===== config.mk =====
export PLATFORM = sky130hd
export DESIGN_NAME = m_if_fetch
export DESIGN_NICKNAME = d
export VERILOG_FILES = /design/src/rtl/m_if_fetch.sv
export SDC_FILE = /design/constraint.sdc
export NUM_CORES = 1
export LEC_CHECK = 0
export ABC_AREA = 1
export CORE_ASPECT_RATIO = 1.5
export CORE_MARGIN = 2
export CORE_UTILIZATION = 28
export DETAILED_ROUTE_END_ITERATION = 7
export PLACE_DENSITY_LB_ADDON = 0.12
export SLEW_MARGIN = 5
export SYNTH_ARGS = -nofsm -noshare
export SYNTH_HDL_FRONTEND = slang
export SYNTH_SLANG_ARGS = --single-unit
export TNS_END_PERCENT = 20

===== constraint.sdc =====
create_clock -name clk -period 1.6 [get_ports clk]
set_input_delay 0.32 -clock clk [delete_from_list [all_inputs] [get_ports clk]]
set_output_delay 0.32 -clock clk [all_outputs]
set_load 0.05 [all_outputs]

===== src/rtl/m_if_fetch.sv =====
// ---------------------------------------------------------------------------
// m_if_fetch
//
// Instruction-fetch front end. Owns the fetch PC, issues one outstanding
// request at a time to the instruction memory / MMU port, and holds a single
// fetched instruction in an output register for decode. Responses that
// belong to a fetch abandoned by a redirect or WFI are absorbed and dropped.
//
// Ports:
//   clk, rst           clock, synchronous active-high reset
//   csr_new_pc_req/pc  trap / xRET redirect (highest priority)
//   exe_new_pc_req/pc  branch / jump redirect
//   wfi_req, irq_wake  enter sleep / wake from sleep
//   id_stall           decode cannot take the held instruction this cycle
//   imem_*             request/grant/response handshake to instruction memory
//   i_page_fault_i     fault flag, qualified by imem_rvalid_i
//   if_valid_o, if_pc_o, if_instr_o, if_page_fault_o
//                      held instruction presented to decode
//   if_stall_o         fetch starved (no instruction held)
// ---------------------------------------------------------------------------
module m_if_fetch #(
  parameter logic [31:0] RESET_PC  = 32'h8000_0000,
  parameter logic [31:0] NOP_INSTR = 32'h0000_0013
) (
  input  logic        clk,
  input  logic        rst,
  input  logic        csr_new_pc_req,
  input  logic [31:0] csr_new_pc,
  input  logic        exe_new_pc_req,
  input  logic [31:0] exe_new_pc,
  input  logic        wfi_req,
  input  logic        irq_wake,
  input  logic        id_stall,
  output logic        imem_req_o,
  output logic [31:0] imem_addr_o,
  input  logic        imem_gnt_i,
  input  logic        imem_rvalid_i,
  input  logic [31:0] imem_rdata_i,
  input  logic        i_page_fault_i,
  output logic        if_valid_o,
  output logic [31:0] if_pc_o,
  output logic [31:0] if_instr_o,
  output logic        if_page_fault_o,
  output logic        if_stall_o
);

  typedef enum logic [1:0] {
    S_REQ   = 2'd0,
    S_WAIT  = 2'd1,
    S_SLEEP = 2'd2
  } state_t;

  state_t      r_state;
  logic [31:0] r_pc;
  logic [31:0] r_req_pc;
  logic        r_drop;
  logic        r_sleep_pend;

  logic        r_if_valid;
  logic [31:0] r_if_pc;
  logic [31:0] r_if_instr;
  logic        r_if_pf;

  logic        w_redirect;
  logic [31:0] w_target;
  logic        w_can_issue;
  logic        w_misaligned;
  logic        w_issue;

  assign w_redirect   = csr_new_pc_req | exe_new_pc_req;
  assign w_target     = csr_new_pc_req ? csr_new_pc : exe_new_pc;
  // The output register is guaranteed empty when a response lands because a
  // request is only issued when the held instruction can leave this cycle.
  assign w_can_issue  = ~r_if_valid | ~id_stall;
  assign w_misaligned = (r_pc[1:0] != 2'b00);

  assign imem_req_o   = (r_state == S_REQ) & w_can_issue & ~w_misaligned &
                        ~w_redirect & ~wfi_req & ~rst;
  assign imem_addr_o  = r_pc;
  assign w_issue      = imem_req_o & imem_gnt_i;

  assign if_valid_o      = r_if_valid;
  assign if_pc_o         = r_if_pc;
  assign if_instr_o      = r_if_instr;
  assign if_page_fault_o = r_if_pf;
  assign if_stall_o      = ~r_if_valid;

  always_ff @(posedge clk) begin
    if (rst) begin
      r_state      <= S_REQ;
      r_pc         <= RESET_PC;
      r_req_pc     <= RESET_PC;
      r_drop       <= 1'b0;
      r_sleep_pend <= 1'b0;
      r_if_valid   <= 1'b0;
      r_if_pc      <= 32'h0;
      r_if_instr   <= NOP_INSTR;
      r_if_pf      <= 1'b0;
    end else begin
      // Consumption by decode; any load below overrides this.
      if (r_if_valid && !id_stall) begin
        r_if_valid <= 1'b0;
      end

      if (w_redirect) begin
        r_pc         <= w_target;
        r_if_valid   <= 1'b0;
        r_sleep_pend <= 1'b0;
        case (r_state)
          S_WAIT: begin
            if (imem_rvalid_i) begin
              // Response arriving now is simply discarded.
              r_state <= S_REQ;
              r_drop  <= 1'b0;
            end else begin
              // Outstanding response still to come; absorb it later.
              r_drop  <= 1'b1;
            end
          end
          default: r_state <= S_REQ;
        endcase
      end else if (wfi_req) begin
        r_if_valid <= 1'b0;
        case (r_state)
          S_REQ: r_state <= S_SLEEP;
          S_WAIT: begin
            if (imem_rvalid_i) begin
              r_state      <= S_SLEEP;
              r_drop       <= 1'b0;
              r_sleep_pend <= 1'b0;
            end else begin
              r_sleep_pend <= 1'b1;
              r_drop       <= 1'b1;
            end
          end
          S_SLEEP: r_state <= S_SLEEP;
          default: r_state <= S_REQ;
        endcase
      end else begin
        case (r_state)
          S_REQ: begin
            if (w_can_issue && w_misaligned) begin
              // No memory access; hand decode a NOP tagged with the bad PC
              // so the exception logic downstream can raise and redirect.
              r_if_valid <= 1'b1;
              r_if_pc    <= r_pc;
              r_if_instr <= NOP_INSTR;
              r_if_pf    <= 1'b0;
            end else if (w_issue) begin
              r_state  <= S_WAIT;
              r_req_pc <= r_pc;
              r_pc     <= r_pc + 32'd4;
            end
          end
          S_WAIT: begin
            if (imem_rvalid_i) begin
              if (!r_drop) begin
                r_if_valid <= 1'b1;
                r_if_pc    <= r_req_pc;
                r_if_pf    <= i_page_fault_i;
                r_if_instr <= i_page_fault_i ? NOP_INSTR : imem_rdata_i;
              end
              r_drop       <= 1'b0;
              r_sleep_pend <= 1'b0;
              r_state      <= r_sleep_pend ? S_SLEEP : S_REQ;
            end
          end
          S_SLEEP: begin
            if (irq_wake) begin
              r_state <= S_REQ;
            end
          end
          default: r_state <= S_REQ;
        endcase
      end
    end
  end

endmodule

==> impl_results.md <==
- Core Rows: between 60 and 70
- Critical Path AT: approximately 1.4 ns
- Initial DRC count: 261
- Final WS setup: -0.163 ns
- Reg2Reg Capture Point: imem_addr_o[12]
- Avg Cell Area, Syn: approximately 6.5 um^2
- Met2 Use GR: 0.336
- Hold_buf cts: 0
- Worst reg-to-reg path cell count: 9
- Yosys warns: 0
- CP endpoint kind: primary output
- Status: complete, but fails checks
- Worst Setup Path Type: reg -> out
- RD Place Congestion: roughly 0.95
- H-tree levels: 4
- Met1 usage: 0.218
- PortBufs: between 200 and 250
- Register area: roughly 2700 um^2
- Post-synthesis net count: ~1100
- Fillers: around 2300
- Final ANT Viol Nets: 0
- Least-Margin Pin Slew: roughly 0.42 ns
- EDFF count, synth: 0
- Post-synth ARST share: 0
- Post-Place Setup Slack: -0.473 ns
- Die height: ~190 um
- P&R area growth vs syn: 76.3%
- Post-Syn Area: between 6000 and 7000 um^2
- Via count: ~7500
- Fin crit share: 1.10
- Multi-input gate area: between 3000 and 4000 um^2
- Peak VDD IR: approximately 740 uV
- Commonest cells in the netlist: nand2_1, a21oi_1, nor2_1
- Initial Utilization: 0.284
- TritonCTS clock tree: built
- WP depth: 5
- Leakage: 4.57 nW
- R2r setup slk: -0.11 ns
- Layout cells sized above 1: 0.277
- FF+latch count, synth: approximately 130
- DR WL/cell: about 16 um
- Sequential share of the synthesized area: 0.411
- Hold Crit Start: wfi_req
- Post-Synthesis Cells: between 900 and 1000
- Yosys top cell area share: 0.411
- Startpoint types: flop
- Area leader, netlist: dfxtp_1
- Max incr delay on CP: between 0.3 and 0.4 ns
- Worst Path Max Fanout: 2
- Most used DFF post-synth: dfxtp_1
- Root buffer cell: clkbuf_16
- Hold Path Sink: if_valid_o
- Worst Path Required: about 1.3 ns
- WHS Path Cells: 3
- Global Route met3 Usage: 0.0378
- Fin. Hold Viols: 0
- DP HPWL: around 17 mm
- Die extent in x: ~130 um
- Skew-Pair Late Insertion Delay: around 0.42 ns
- DRC: 0
- Yosys cell types: 33
- Grt ovf: 0
- Min Tclk post-route: approximately 1.8 ns
- HP Class: in -> reg
- CTS Buffer Depth: 2
- DR pass1 iterations: 5
- Critical path, cell by cell: inv_2, nand2_2, buf_6, nor4_4, buf_12
- TritonCTS Buffers: 17
- I/O pins: slightly above 200
- N_diodes: 0
- Total die area: between 20000 and 25000 um^2
- Total design power: 10.5 mW
- Vias in the first global route: between 6000 and 7000
- Slowest CP cell: dfxtp_2
- Most frequent cell after synthesis: nand2_1
- First-pass GRT wire length: about 36 mm
- Core Footprint: ~23000 um^2
- Slew Limit Fails: 0
- # nets final: around 1400
- Largest cells by area after synthesis: dfxtp_1, nand2_1, a21oi_1
- Cell Pwr Density: just over 900 nW/um^2
- Initial antenna violation count: 0
- Buf/Inv on CP: 3
- Largest net degree at the start of global routing: 74
- RSZ-0062 raised after global routing: yes
- FF-to-FF Start: imem_addr_o[1]
- Final setup vio count: approximately 50
- GRT busiest layer: met2
- Maximum clock rate: about 570 MHz
- Clk_skew: around 0.008 ns
- Drt total wl: 24.7 mm
- Relative slew slack: 0.719
- CTS Sinks: between 100 and 150
- Drt via density: about 4.8
- Max-Cap Viols: 0
- Worst-path clk slew: around 0.060 ns
- Crit path max-delay family: simple AND/OR/NAND/NOR gates
- GRT Overall Usage: 0.188
- Failing checks: setup timing
-- worst max path at each step --
stage / startpoint / to / slack, ns
floorplan: csr_new_pc_req / imem_req_o / -0.11
global placement: csr_new_pc_req / imem_addr_o[10] / -0.47
detailed placement: csr_new_pc_req / imem_addr_o[10] / -0.47
CTS: if_valid_o / imem_req_o / -0.20
global route: imem_addr_o[0] / imem_req_o / -0.21
finish: imem_addr_o[1] / imem_req_o / -0.16
-- kinds of logic (layout without fill, tap and decap cells) --
family                   Yosys count  in the layout  share of synthesized area
AND/OR/NAND/NOR                  464            464                      0.287
buffers and inverters            125            421                     0.0804
AO/OA/AOI/OAI                    267            267                      0.209
flip-flops                       134            134                      0.411
adder cells (fa/ha/maj)            1              1                    0.00192
XOR/XNOR                           8              8                     0.0107
-- power breakdown --
group	total (mW)	internal, mW	switching [mW]
Sequential	3.55	3.45	0.104
Combinational	1.99	0.957	1.03
Clock	4.99	3.47	1.52
Total	10.5	7.87	2.66
-- placed cells by master (no fill, tap or decap), drive strengths merged --
| master | n |
|---|---|
| nand2 | 260 |
| buf | 218 |
| a21oi | 146 |
| nor2 | 144 |
| dfxtp | 134 |
| o21ai | 108 |
| clkdlybuf4s50 | 101 |
| inv | 62 |
| nand3 | 43 |
| clkbuf | 26 |
| nand3b | 9 |
| bufinv | 8 |
| xor2 | 7 |
| clkinv | 5 |
| nand4 | 3 |
| o211ai | 3 |
| a211oi | 3 |
| a221oi | 2 |
| o22ai | 2 |
| nor4 | 2 |
| nor3 | 2 |
| xnor2 | 1 |
| or2 | 1 |
| a22oi | 1 |
| a31oi | 1 |
| o21a | 1 |
| ha | 1 |
| dlygate4sd2 | 1 |
-- through the flow --
| step | utilization | area [um^2] | TNS, ns | hold WS [ns] | std cells |
|---|---|---|---|---|---|
| global route | 0.501 | 11500 | -8.82 | 0.339 | 1575 |
| floorplan | - | 6580 | -0.109 | 0.391 | 999 |
| global placement | 0.439 | 10100 | -39.27 | 0.427 | 1517 |
| CTS | 0.476 | 10900 | -0.516 | 0.320 | 1555 |
| detailed placement | 0.439 | 10100 | -41.12 | 0.428 | 1517 |
| finish | 0.501 | 11500 | -3.70 | 0.347 | 1575 |
-- layout make-up --
type	instances	share of cell area
Clock buffer	21	0.0428
Clock inverter	11	0.0228
Sequential cell	134	0.236
Tap cell	280	0.0304
Multi-Input combinational cell	740	0.312
Inverter	63	0.0225
Timing Repair inverter	1	0.00141
Timing Repair Buffer	325	0.332
-- per-layer routing --
metal | share of wire | wire [um] | vias up
met1 | 0.41 | 10000 | 3429
met2 | 0.52 | 12800 | 208
met3 | 0.042 | 1040 | 45
li1 | - | - | 3833
met5 | 0 | 0 | -
met4 | 0.032 | 778 | 0
-- registers in the layout, indices dropped and copies added (netlist names) --
signal and count:
if_instr_o 32, if_page_fault_o 1, if_pc_o 32, if_valid_o 1, imem_addr_o 32, r_drop 1
r_req_pc 32, r_sleep_pend 1, r_state 2
-- worst register-to-register path, stage by stage, from the launching register on --
cell       delay [ns]
dfxtp_2          0.32
inv_2            0.05
nand2_2          0.06
buf_4            0.15
nor3_4           0.21
nand3_4          0.23
buf_12           0.21
clkbuf_16        0.16
nor4_2           0.13
nor2_1           0.07
-- repair_timing --
item                       in CTS  in global routing
buffers inserted                6                 13
pin swaps                       5                 11
setup endpoints to repair       5                 95
cloned                          0                  8
gates resized for setup        24                129
(Power assumes the default switching activity.)
